==> src/rtl/snitch_icache_lookup_sched.sv <==
// snitch_icache_lookup_sched
// Shares the single icache lookup request port between NR_PORTS fetch
// requesters with round-robin arbitration and grant locking, tags each lookup
// with the requester index, and sequences flushes (stop issuing, drain
// in-flight lookups, then run the lookup flush handshake).
//
// Ports:
//   clk_i, rst_ni          clock, asynchronous active-low reset
//   req_addr_i/req_id_i    per-requester fetch address and transaction ID
//   req_valid_i/ready_o    per-requester handshake
//   lookup_addr_o/id_o     issued lookup; id = {grant index, requester ID}
//   lookup_valid_o/ready_i lookup stage handshake
//   lookup_done_i          one lookup result consumed by the lookup stage
//   lookup_flush_valid_o   flush request to the lookup stage
//   lookup_flush_ready_i   lookup stage flush complete
//   flush_i                flush request pulse
//   flush_busy_o           flush pending or in progress
//
// state | meaning
// ------+---------------------------------------------------------------
// IDLE  | normal operation, lookups issued while below MAX_OUTST
// DRAIN | no new grants, waiting for outstanding lookups to complete
// FLUSH | lookup_flush_valid_o high until lookup_flush_ready_i
module snitch_icache_lookup_sched #(
  parameter int NR_PORTS  = 2,
  parameter int FETCH_AW  = 32,
  parameter int ID_WIDTH  = 3,
  parameter int MAX_OUTST = 2
) (
  input  logic                                      clk_i,
  input  logic                                      rst_ni,
  input  logic [NR_PORTS-1:0][FETCH_AW-1:0]         req_addr_i,
  input  logic [NR_PORTS-1:0][ID_WIDTH-1:0]         req_id_i,
  input  logic [NR_PORTS-1:0]                       req_valid_i,
  output logic [NR_PORTS-1:0]                       req_ready_o,
  output logic [FETCH_AW-1:0]                       lookup_addr_o,
  output logic [ID_WIDTH+$clog2(NR_PORTS)-1:0]      lookup_id_o,
  output logic                                      lookup_valid_o,
  input  logic                                      lookup_ready_i,
  input  logic                                      lookup_done_i,
  output logic                                      lookup_flush_valid_o,
  input  logic                                      lookup_flush_ready_i,
  input  logic                                      flush_i,
  output logic                                      flush_busy_o
);

  localparam int IDX_W = $clog2(NR_PORTS);
  localparam int OW    = $clog2(MAX_OUTST + 1);

  typedef enum logic [1:0] {IDLE = 2'd0, DRAIN = 2'd1, FLUSH = 2'd2} state_e;

  state_e           state_q;
  logic [IDX_W-1:0] rr_q, lock_idx_q, arb_idx, grant, cidx;
  logic             lock_q, flush_pend_q;
  logic [OW-1:0]    outst_q;
  logic             issue_allowed, handshake, enter_flush, found;
  int               cand;

  // First valid requester at or above rr_q, wrapping by compare so that
  // non-power-of-two port counts work.
  always_comb begin
    arb_idx = '0;
    found   = 1'b0;
    cand    = 0;
    cidx    = '0;
    for (int i = 0; i < NR_PORTS; i++) begin
      cand = int'(rr_q) + i;
      if (cand >= NR_PORTS) cand = cand - NR_PORTS;
      cidx = IDX_W'(cand);
      if (!found && req_valid_i[cidx]) begin
        found   = 1'b1;
        arb_idx = cidx;
      end
    end
  end

  assign grant = lock_q ? lock_idx_q : arb_idx;

  // A locked request was already presented, so it must be allowed to finish
  // even if a flush is pending or the state has moved on.
  assign issue_allowed = lock_q |
                         ((state_q == IDLE) && !flush_pend_q && (outst_q < OW'(MAX_OUTST)));

  assign lookup_valid_o = issue_allowed & (lock_q | (|req_valid_i));
  assign lookup_addr_o  = req_addr_i[grant];
  assign lookup_id_o    = {grant, req_id_i[grant]};
  assign handshake      = lookup_valid_o & lookup_ready_i;

  always_comb begin
    req_ready_o = '0;
    for (int g = 0; g < NR_PORTS; g++) begin
      req_ready_o[g] = issue_allowed & lookup_ready_i & (grant == IDX_W'(g));
    end
  end

  assign enter_flush          = (state_q == DRAIN) && (outst_q == '0) && !handshake;
  assign lookup_flush_valid_o = (state_q == FLUSH);
  assign flush_busy_o         = flush_pend_q | (state_q != IDLE);

  always_ff @(posedge clk_i or negedge rst_ni) begin
    if (!rst_ni) begin
      state_q      <= IDLE;
      rr_q         <= '0;
      lock_q       <= 1'b0;
      lock_idx_q   <= '0;
      outst_q      <= '0;
      flush_pend_q <= 1'b0;
    end else begin
      if (handshake) begin
        lock_q <= 1'b0;
        rr_q   <= (grant == IDX_W'(NR_PORTS - 1)) ? '0 : grant + IDX_W'(1);
      end else if (lookup_valid_o) begin
        lock_q     <= 1'b1;
        lock_idx_q <= grant;
      end

      case ({handshake, lookup_done_i})
        2'b10:   outst_q <= outst_q + OW'(1);
        2'b01:   if (outst_q != '0) outst_q <= outst_q - OW'(1);
        default: ;
      endcase

      // A pulse arriving on the cycle we enter FLUSH queues another flush.
      flush_pend_q <= (flush_pend_q & ~enter_flush) | flush_i;

      case (state_q)
        IDLE:    if (flush_pend_q && !lock_q) state_q <= DRAIN;
        DRAIN:   if (enter_flush) state_q <= FLUSH;
        FLUSH:   if (lookup_flush_ready_i) state_q <= IDLE;
        default: state_q <= IDLE;
      endcase
    end
  end

  always_ff @(posedge clk_i) begin
    if (rst_ni) begin
      assert (!(lookup_done_i && outst_q == '0))
        else $error("lookup_done_i with no lookup outstanding");
      assert (!(lock_q && !req_valid_i[lock_idx_q]))
        else $error("requester dropped valid while locked");
    end
  end

endmodule

==> config.mk <==
export PLATFORM = sky130hd
export DESIGN_NAME = snitch_icache_lookup_sched
export DESIGN_NICKNAME = d
export VERILOG_FILES = /design/src/rtl/snitch_icache_lookup_sched.sv
export SDC_FILE = /design/constraint.sdc
export NUM_CORES = 1
export LEC_CHECK = 0
export CAP_MARGIN = 20
export CORE_UTILIZATION = 24
export DETAILED_ROUTE_END_ITERATION = 10
export HOLD_SLACK_MARGIN = 0.12
export PLACE_DENSITY = 0.8
export REMOVE_ABC_BUFFERS = 1
export SLEW_MARGIN = 25
export SYNTH_ARGS = -nofsm -noshare
export SYNTH_HDL_FRONTEND = slang
export SYNTH_SLANG_ARGS = --single-unit
==> constraint.sdc <==
create_clock -name clk_i -period 2.75 [get_ports clk_i]
set_input_delay 0.825 -clock clk_i [delete_from_list [all_inputs] [get_ports clk_i]]
set_output_delay 0.825 -clock clk_i [all_outputs]
set_load 0.01 [all_outputs]
# Word level (Yosys, flattened, before mapping)
# Cells that the tools add are included.
[word_totals] register_bits=8 elab_cells=82 out_inout_bits=41
[op_classes] eq_ne=8 bitwise=13 magnitude_cmp=6 add_sub_neg=6 n_reduce_logical=20 mux=23
[ops] cell="2-to-1 mux 32 bit" n=2
[ops] cell="2-to-1 mux 1 bit" n=13
[ops] cell="2-to-1 mux 2 bit" n=4
[ops] cell="nonzero test 2 bit" n=4
[ops] cell="AND 1 bit" n=6
[ops] cell="logical AND 1 bit" n=6
[ops] cell="< comparator 1 x 2 -> 1 bit, second input constant" n=3
[ops] cell="2-to-1 mux 3 bit" n=2
[ops] cell="case mux 2 bit (3 select lines)" n=1
[ops] cell="equality test 2 x 1 -> 1 bit, second input constant" n=2
[ops] cell="equality test 2 bit, second input constant" n=2
[ops] cell="logical NOT 1 bit" n=4
[ops] cell="logical NOT 2 bit" n=2
[ops] cell="!= test 2 x 1 -> 1 bit, second input constant" n=2
[ops] cell="!= test 2 bit, second input constant" n=2
[ops] cell="bitwise OR 1 bit" n=4
[ops] cell="case mux 2 bit (2 select lines)" n=1
[ops] cell="AND reduction 2 bit" n=2
[ops] cell="NOT 1 bit" n=3
[ops] cell="AND reduction 3 bit" n=1
[ops] cell="adder 1 x 1 -> 2 bit, second input constant" n=1
[ops] cell="adder 2 x 1 -> 2 bit, second input constant" n=1
[ops] cell=">= comparator 1 x 2 -> 1 bit, second input constant" n=1
[ops] cell=">= comparator 2 bit, second input constant" n=1
[ops] cell="5 further kinds" n=6

# Logic depth before layout (Yosys ltp)
# Gate-level depths: netlist (run 1).
[depth] ltp_word=11 ltp_mapped=5 ltp_nobuf=4

# Worst setup path after synthesis (run 1)
# Ideal clock, no wire load.
[synth_path] path_kind="input to output" from="input port req_valid_i[0]" to="output port lookup_addr_o[0]" required_ns=1.925 cell_stages=5 path_slack_ns=0.225 arrival_time_ns=1.700 cell_sequence="inv_1 -> o21ai_0 -> o21ai_1 -> buf_2 -> mux2_2"
[synth_between] elab_chain_cells=9 elab_cells_between_ends=12 cone_classes="mux: 10; reduce/logical: 2"
[synth_lines] element="from (decl)" line_no="34" text="input logic [NR_PORTS-1:0] req_valid_i,"
[synth_lines] element="2-to-1 mux 1 bit (not written as such) (2 in series)" line_no="70" text="if (!found && req_valid_i[cidx]) begin"
[synth_lines] element="2-to-1 mux 1 bit" line_no="70"
[synth_lines] element="logical NOT 1 bit" line_no="70"
[synth_lines] element="logical AND 1 bit" line_no="70"
[synth_lines] element="2-to-1 mux 1 bit (*)" line_no="70"
[synth_lines] element="2-to-1 mux 1 bit (*)" line_no="77" text="assign grant = lock_q ? lock_idx_q : arb_idx;"
[synth_lines] element="2-to-1 mux 32 bit (not written as such) (*) (2 in series)" line_no="85" text="assign lookup_addr_o = req_addr_i[grant];"
[synth_lines] element="to (decl)" line_no="36" text="output logic [FETCH_AW-1:0] lookup_addr_o,"
# Mark *: on every way between the ends. The rest lies on a longest branch, timed or not. The select of a mux whose other input is x is not followed.

# Worst setup path after layout (run 1)
[layout_path] from="input port req_valid_i[0]" to="output port lookup_addr_o[31]"
# The elaborated chain is that of the path after synthesis.

==> impl_metrics.sql, run 1 <==
INSERT INTO impl_metrics (metric_group, metric, value, unit) VALUES
('cts', 'numClockSinks', '8', ''),
('timing', 'finalMaxSlewViolations', '0', ''),
('pwr', 'pwr_density_cell', '523', 'nW/µm²'),
('die', 'rows', '21', ''),
('timing', 'worst_slew_pin_slew', '406', 'ps'),
('grt', 'pin_count_of_the_biggest_net_entering_global_routing', '10', ''),
('timing', 'fmaxAchievable', '362', 'MHz'),
('die', 'dieArea', '3840', 'µm²'),
('synthesis', 'synth_area_per_cell', '10.5', 'µm²'),
('route', 'routed-via-count', '1183', ''),
('route', 'drt_first_pass_iters', '3', ''),
('route', 'wl_per_cell', '15.8', 'µm'),
('synthesis', 'synthCells', '82', ''),
('route', 'antenna_left', '0', ''),
('cts', 'insertion_delay', '260', 'ps'),
('timing', 'final.period_utilization', '1.00', ''),
('timing', 'rsz_0062_raised_after_global_routing', 'yes', ''),
('grt', 'grt_first_pass_wirelength', '6070', 'µm'),
('die', 'fp.dieW', '62.0', 'µm'),
('route', 'detail_route.vias_per_cell', '4.62', ''),
('die', 'floorplan.initialDensity', '0.255', ''),
('timing', 'hold_slack', '512', 'ps'),
('grt', 'grt_antenna_before_repair', '0', ''),
('cells_and_area', 'finish.net_count', '290', ''),
('cells_and_area', 'finish.cell_count_without_fillers', '256', ''),
('critical_path', 'critPathRequiredTime', '1930', 'ps'),
('timing', 'setup-violations-final', '15', ''),
('synthesis', 'yosys_register_bits', '8', ''),
('critical_path', 'worstSetupStartpointType', 'primary input', ''),
('timing', 'period_minus_slack', '2760', 'ps'),
('cells_and_area', 'antenna-diode-count', '0', ''),
('grt', 'grt_pass1_vias', '1266', ''),
('worst_hold_path', 'holdCritPathClass', 'reg -> reg', ''),
('grt', 'overflow', '0', ''),
('status', 'violations', 'setup timing', ''),
('cts', 'h-tree-depth', '1', ''),
('status', 'status', 'finished, violations left', ''),
('synthesis', 'yosys_warnings', '0', ''),
('cts', 'clockBufferDepth', '2', ''),
('timing', 'clock-skew-final', '7.15', 'ps'),
('critical_path', 'critPathCaptureType', 'primary output', ''),
('timing', 'report.final.hold_viol_count', '0', ''),
('timing', 'relSlewSlack', '0.729', ''),
('place', 'hpwl', '2860', 'µm'),
('route', 'route.detailed.drc', '0', ''),
('timing', 'timing.final.ws_setup', '-13.4', 'ps'),
('pwr', 'power.leakage', '0.00110', 'µW'),
('cts', 'cts.clk_slew.worst_paths', '60', 'ps'),
('route', 'drt_iter0_drc', '44', ''),
('cts', 'cts.root.buffer_cell', 'sky130_fd_sc_hd__clkbuf_4', ''),
('die', 'die_h', '62.0', 'µm'),
('route', 'total_wire_length_after_detailed_routing', '4050', 'µm'),
('synthesis', 'synth_seq_area_share', '0.232', ''),
('cts', 'cts-hold-fix-buffers', '0', ''),
('critical_path', 'worstPathArrival', '1940', 'ps'),
('cells_and_area', 'final_layout_size_suffix_gt1_frac', '0.462', ''),
('synthesis', 'post_synth_num_cell_types', '25', ''),
('synthesis', 'syn_area', '863', 'µm²'),
('place', 'number_of_placed_instances_with_taps_included', '246', ''),
('place', 'portBuffers', '118', ''),
('cells_and_area', 'synthesis_to_finish_area_growth', '186', '%'),
('pwr', 'irDropWorstVdd', '213', 'µV'),
('flow_run', 'drv.max_cap_violation_count', '0', ''),
('critical_path', 'timing.setup.critical_path_class', 'in -> out', ''),
('die', 'ioPinCount', '119', ''),
('place', 'finalWeightedCongestion', '0.745', ''),
('timing', 'fin_tns_setup', '-96.4', 'ps'),
('cts', 'numCtsBuffers', '3', ''),
('grt', 'track_usage', '0.218', ''),
('die', 'design.core.area', '3390', 'µm²'),
('critical_path', 'critPathMaxFanout', '5', ''),
('cts', 'tritoncts', 'yes', '');
==> power breakdown <==
part           switching, µW  leakage [µW]  internal (µW)
logic                    346      0.000989            632
clock network           43.6     0.0000138           50.2
registers               57.1      0.000101            161
total                    447       0.00110            844
==> cells in the mapped netlist <==
| library cell | n | share of area |
|---|---|---|
| sky130_fd_sc_hd__buf_4 | 1 | 0.0087 |
| sky130_fd_sc_hd__a31oi_1 | 1 | 0.0073 |
| sky130_fd_sc_hd__nand2_1 | 5 | 0.022 |
| sky130_fd_sc_hd__o211a_1 | 1 | 0.012 |
| sky130_fd_sc_hd__buf_2 | 4 | 0.023 |
| sky130_fd_sc_hd__a21oi_1 | 1 | 0.0058 |
| sky130_fd_sc_hd__inv_1 | 2 | 0.0087 |
| sky130_fd_sc_hd__or3_2 | 1 | 0.0087 |
| sky130_fd_sc_hd__o31ai_1 | 1 | 0.0087 |
| sky130_fd_sc_hd__nor4_4 | 1 | 0.025 |
| sky130_fd_sc_hd__or4b_1 | 1 | 0.012 |
| sky130_fd_sc_hd__nor2b_1 | 2 | 0.014 |
| sky130_fd_sc_hd__o211ai_1 | 2 | 0.017 |
| sky130_fd_sc_hd__a21o_1 | 1 | 0.0087 |
| sky130_fd_sc_hd__o21ai_1 | 1 | 0.0058 |
| sky130_fd_sc_hd__nand4_1 | 1 | 0.0073 |
| sky130_fd_sc_hd__and2b_1 | 1 | 0.0087 |
| sky130_fd_sc_hd__mux2_2 | 36 | 0.47 |
| sky130_fd_sc_hd__o21a_1 | 2 | 0.017 |
| sky130_fd_sc_hd__nor2_1 | 3 | 0.013 |
| sky130_fd_sc_hd__o21ai_0 | 3 | 0.017 |
| sky130_fd_sc_hd__dfrtp_1 | 8 | 0.23 |
| sky130_fd_sc_hd__or3_4 | 1 | 0.013 |
| sky130_fd_sc_hd__o211ai_4 | 1 | 0.025 |
| sky130_fd_sc_hd__xnor2_1 | 1 | 0.010 |
==> worst paths after layout <==
check | from | end | slack [ps] | cells past startpoint
setup / recovery | req_valid_i[0] | lookup_addr_o[31] | -10 | 8
hold / removal | lock_idx_q | lock_idx_q | 510 | 1
setup reg to reg | lock_q | flush_pend_q | 1030 | 6
hold reg to reg | lock_idx_q | lock_idx_q | 510 | 1
max in group asynchronous | rst_ni | state_q[1] | 1600 | 1
min in group asynchronous | rst_ni | lock_idx_q | 860 | 1
==> layer usage <==
| layer | vias to the layer above | track usage | part of all wire |
|---|---|---|---|
| li1 | 565 | - | - |
| met4 | 0 | 0.0381 | 0.0044 |
| met5 | - | 0 | 0 |
| met2 | 60 | 0.404 | 0.54 |
| met1 | 555 | 0.249 | 0.37 |
| met3 | 3 | 0.0642 | 0.080 |
==> layout by cell type, fill, tap and decap left out <==
cell and count:
sky130_fd_sc_hd__buf_16 1, sky130_fd_sc_hd__buf_8 1, sky130_fd_sc_hd__nor2b_1 2, sky130_fd_sc_hd__dfrtp_1 8, sky130_fd_sc_hd__mux2_2 1, sky130_fd_sc_hd__inv_4 1
sky130_fd_sc_hd__a21o_1 1, sky130_fd_sc_hd__buf_12 4, sky130_fd_sc_hd__or3_2 1, sky130_fd_sc_hd__inv_1 1, sky130_fd_sc_hd__or4b_1 1, sky130_fd_sc_hd__nor4_4 1
sky130_fd_sc_hd__o211ai_4 1, sky130_fd_sc_hd__o211ai_1 2, sky130_fd_sc_hd__buf_4 5, sky130_fd_sc_hd__o21ai_0 2, sky130_fd_sc_hd__or3_4 1, sky130_fd_sc_hd__nand2_1 5
sky130_fd_sc_hd__buf_2 2, sky130_fd_sc_hd__o31ai_1 1, sky130_fd_sc_hd__o211a_1 1, sky130_fd_sc_hd__buf_6 36, sky130_fd_sc_hd__clkbuf_16 1, sky130_fd_sc_hd__and2b_1 1
sky130_fd_sc_hd__clkbuf_2 1, sky130_fd_sc_hd__nand4_1 1, sky130_fd_sc_hd__nor2_1 3, sky130_fd_sc_hd__a31oi_1 1, sky130_fd_sc_hd__o21ai_4 2, sky130_fd_sc_hd__o21a_1 2
sky130_fd_sc_hd__a21oi_1 1, sky130_fd_sc_hd__clkdlybuf4s50_1 77, sky130_fd_sc_hd__mux2_4 35, sky130_fd_sc_hd__clkbuf_4 3, sky130_fd_sc_hd__xnor2_1 1, sky130_fd_sc_hd__dlygate4sd2_1 1
sky130_fd_sc_hd__clkdlybuf4s15_1 1
==> layout make-up <==
class	count	area, µm²
Clock buffer	3	22.5
Inverter	2	10.0
Timing Repair Buffer	130	1400
Sequential cell	8	200
Fill cell	230	922
Multi-Input combinational cell	67	782
Tap cell	46	57.6
==> cell families after synthesis <==
logic type,Yosys count,share of synthesized area
compound gates,14,0.125
buf+inv,7,0.0406
simple gates,16,0.123
flops,8,0.232
mux,36,0.470
xor+xnor,1,0.0101
==> flip-flops by register name, indices dropped and copies added (netlist names) <==
signal,count
lock_idx_q,1
lock_q,1
state_q,2
outst_q,2
flush_pend_q,1
rr_q,1
==> through the flow <==
stage / power, µW / area (µm²) / setup WS [ps] / util
3_3_place_gp: 958 / 2150 / -749 / 0.634
3_5_place_dp: 979 / 2150 / -814 / 0.634
6_report: 1290 / 2470 / -13.4 / 0.728
4_1_cts: 1330 / 2500 / -99.2 / 0.738
5_1_grt: 1380 / 2470 / -41.6 / 0.728
2_1_floorplan: 566 / 836 / -1280 / -
==> critical path: stages <==
cell,delay (ps)
sky130_fd_sc_hd__buf_8,100
sky130_fd_sc_hd__inv_4,50
sky130_fd_sc_hd__o21ai_4,50
sky130_fd_sc_hd__o21ai_4,170
sky130_fd_sc_hd__buf_12,170
sky130_fd_sc_hd__clkbuf_16,150
sky130_fd_sc_hd__mux2_4,300
sky130_fd_sc_hd__buf_6,120
==> what timing repair did <==
action | CTS | global route
gates resized for setup | 238 | 3
setup endpoints to repair | 39 | 37
buffers inserted | 5 | 1
gates cloned | 3 | 1
pin swaps | 2 | 2
No activity file was read; power rests on OpenSTA's default activity.
==> run 2, diff against run 1 <==
--- a/config.mk
+++ b/config.mk
@@ -8,6 +8,7 @@
 export CAP_MARGIN = 20
 export CORE_UTILIZATION = 24
 export DETAILED_ROUTE_END_ITERATION = 10
+export GPL_TIMING_DRIVEN = 0
 export HOLD_SLACK_MARGIN = 0.12
 export PLACE_DENSITY = 0.8
 export REMOVE_ABC_BUFFERS = 1
==> run 2 against run 1 <==
Compared with the run above: the flow still finishes with violations (setup timing); design area is 1.6% higher; sequential cell count stayed put; critical path depth stayed put; sequential share of layout area is 0.076 points lower; critical endpoint is now lookup_addr_o[3]; hold slack better by 31 ps.
==> impl_metrics.sql, run 2 (synthesis results as in run 1) <==
INSERT INTO impl_metrics (metric_group, metric, value, unit) VALUES
('die', 'dieArea', '3840', 'µm²'),
('critical_path', 'r2r_depth', '4', ''),
('timing', 'report.final.hold_viol_count', '0', ''),
('place', 'hpwl', '2770', 'µm'),
('cts', 'cts.root.buffer_cell', 'sky130_fd_sc_hd__clkbuf_4', ''),
('grt', 'pin_count_of_the_biggest_net_entering_global_routing', '11', ''),
('grt', 'grt_first_pass_wirelength', '6070', 'µm'),
('route', 'wl_per_cell', '16.4', 'µm'),
('timing', 'timing.final.ws_setup', '-35.1', 'ps'),
('grt', 'track_usage', '0.217', ''),
('die', 'design.core.area', '3390', 'µm²'),
('timing', 'clock-skew-final', '2.67', 'ps'),
('die', 'ioPinCount', '119', ''),
('die', 'die_h', '62.0', 'µm'),
('place', 'portBuffers', '118', ''),
('critical_path', 'worstSetupStartpointType', 'primary input', ''),
('grt', 'grt_pass1_vias', '1239', ''),
('grt', 'overflow', '0', ''),
('place', 'postPlaceCellArea', '2110', 'µm²'),
('route', 'drt_iter0_drc', '70', ''),
('route', 'routed-via-count', '1208', ''),
('cts', 'clockBufferDepth', '2', ''),
('worst_hold_path', 'worst_hold_startpoint', 'outst_q[0]', ''),
('pwr', 'totalPowerFinal', '1330', 'µW'),
('critical_path', 'worstPathArrival', '1960', 'ps'),
('route', 'drt_first_pass_iters', '3', ''),
('cells_and_area', 'reg_top3', 'outst_q (2), state_q (2)', ''),
('cells_and_area', 'final_layout_size_suffix_gt1_frac', '0.469', ''),
('cts', 'tritoncts', 'yes', ''),
('place', 'finalWeightedCongestion', '0.762', ''),
('timing', 'setup-violations-final', '29', ''),
('cts', 'cts.clk_slew.worst_paths', '50', 'ps'),
('timing', 'rsz_0062_raised_after_global_routing', 'yes', ''),
('status', 'violations', 'setup timing', ''),
('cts', 'h-tree-depth', '1', ''),
('critical_path', 'critPathMaxFanout', '5', ''),
('cells_and_area', 'number_of_fill_cells', '235', ''),
('flow_run', 'drv.max_cap_violation_count', '0', ''),
('cells_and_area', 'antenna-diode-count', '0', ''),
('timing', 'worst_slew_pin_slew', '383', 'ps'),
('worst_hold_path', 'holdCritPathClass', 'reg -> reg', ''),
('critical_path', 'critPathCapture', 'lookup_addr_o[3]', ''),
('cts', 'insertion_delay', '250', 'ps'),
('route', 'total_wire_length_after_detailed_routing', '4250', 'µm'),
('cells_and_area', 'highest_count_cells_in_the_layout_ignoring_fill_and_taps', '76 x sky130_fd_sc_hd__clkdlybuf4s50_1, 38 x sky130_fd_sc_hd__buf_6, 35 x sky130_fd_sc_hd__mux2_4, 7 x sky130_fd_sc_hd__dfrtp_1, 5 x sky130_fd_sc_hd__dlygate4sd2_1', ''),
('timing', 'final.period_utilization', '1.01', ''),
('place', 'pre_cts_slack', '-1180', 'ps'),
('critical_path', 'worst_r2r_endpoint', 'outst_q[1]', ''),
('die', 'rows', '21', ''),
('critical_path', 'worstSetupStartpoint', 'req_valid_i[0]', ''),
('cells_and_area', 'finish.net_count', '293', ''),
('grt', 'grt_antenna_before_repair', '0', ''),
('critical_path', 'regToRegSetupSlack', '1090', 'ps'),
('timing', 'period_minus_slack', '2790', 'ps'),
('timing', 'fmaxAchievable', '359', 'MHz'),
('place', 'number_of_placed_instances_with_taps_included', '242', ''),
('cts', 'cts-hold-fix-buffers', '0', ''),
('cts', 'numClockSinks', '8', ''),
('timing', 'relSlewSlack', '0.744', ''),
('critical_path', 'critPathCaptureType', 'primary output', ''),
('cells_and_area', 'layout.cell_area.non_filler', '2510', 'µm²'),
('critical_path', 'critPathRequiredTime', '1930', 'ps'),
('pwr', 'pwr_density_cell', '531', 'nW/µm²'),
('cells_and_area', 'fin_util', '0.739', ''),
('critical_path', 'r2r-start', 'flush_pend_q', ''),
('critical_path', 'timing.setup.critical_path_class', 'in -> out', ''),
('route', 'route.detailed.drc', '0', ''),
('route', 'detail_route.vias_per_cell', '4.66', ''),
('status', 'status', 'finished, violations left', ''),
('cells_and_area', 'layout.cells.most_common', 'sky130_fd_sc_hd__clkdlybuf4s50_1', ''),
('pwr', 'irDropWorstVdd', '229', 'µV'),
('cells_and_area', 'regArea', '201', 'µm²'),
('timing', 'finalMaxSlewViolations', '0', ''),
('cells_and_area', 'multi_input_area', '817', 'µm²'),
('cells_and_area', 'finish.cell_count_without_fillers', '259', ''),
('die', 'floorplan.initialDensity', '0.255', ''),
('cts', 'numCtsBuffers', '3', ''),
('cells_and_area', 'synthesis_to_finish_area_growth', '190', '%'),
('pwr', 'power.leakage', '0.00112', 'µW'),
('route', 'antenna_left', '0', ''),
('die', 'fp.dieW', '62.0', 'µm');
==> run 2: changes by cell type in the layout (fill, tap and decap cells not counted), moves of 2 or more <==
cell	before	now
sky130_fd_sc_hd__buf_4	5	2
sky130_fd_sc_hd__buf_6	36	38
sky130_fd_sc_hd__dlygate4sd2_1	1	5
sky130_fd_sc_hd__o21ai_4	2	4
==> run 2: power breakdown <==
group	total (µW)	switching (µW)	internal, µW
combinational	1010	357	652
clock	87.5	37.7	49.8
sequential	235	70.5	164
total	1330	465	866
==> run 2: final cells by class <==
class                           count  share of cell area
Multi-Input combinational cell     69               0.326
Timing Repair Buffer              131               0.558
Sequential cell                     8              0.0804
Inverter                            2             0.00399
Tap cell                           46              0.0230
Clock buffer                        3             0.00899
==> run 2: layer usage <==
metal  wire, µm  track usage
met1       1650        0.254
met5          0            0
met3        328       0.0642
met4         31       0.0635
met2       2240        0.383
==> run 2: how the worst min path moves through the flow <==
| stage | end | slack (ps) | depth (start not counted) |
|---|---|---|---|
| global placement | rr_q | 470 | 2 |
| detailed placement | rr_q | 470 | 2 |
| global route | lock_idx_q | 580 | 1 |
| floorplan | rr_q | 440 | 2 |
| CTS | lock_idx_q | 510 | 1 |
| finish | outst_q[0] | 540 | 1 |
==> run 2: critical path, stage by stage <==
cell and delay (ps):
sky130_fd_sc_hd__buf_8 100, sky130_fd_sc_hd__inv_4 50, sky130_fd_sc_hd__o21ai_4 70, sky130_fd_sc_hd__o21ai_4 190, sky130_fd_sc_hd__buf_12 160, sky130_fd_sc_hd__clkbuf_16 140
sky130_fd_sc_hd__mux2_4 310, sky130_fd_sc_hd__buf_6 120
==> run 2: repair_timing <==
action                                  CTS  global route
pin swaps                                 5             3
gates resized for setup                 206            36
setup buffers                            11             2
cloned                                    4             1
endpoints found under the setup margin   39            33
==> run 2: metrics by stage <==
stage | hold WS, ps | setup TNS (ps)
after CTS | 512 | -2220
final | 542 | -338
after detailed placement | 470 | -40700
after floorplan | 445 | -48740
after global placement | 467 | -103260
after global routing | 575 | -1200
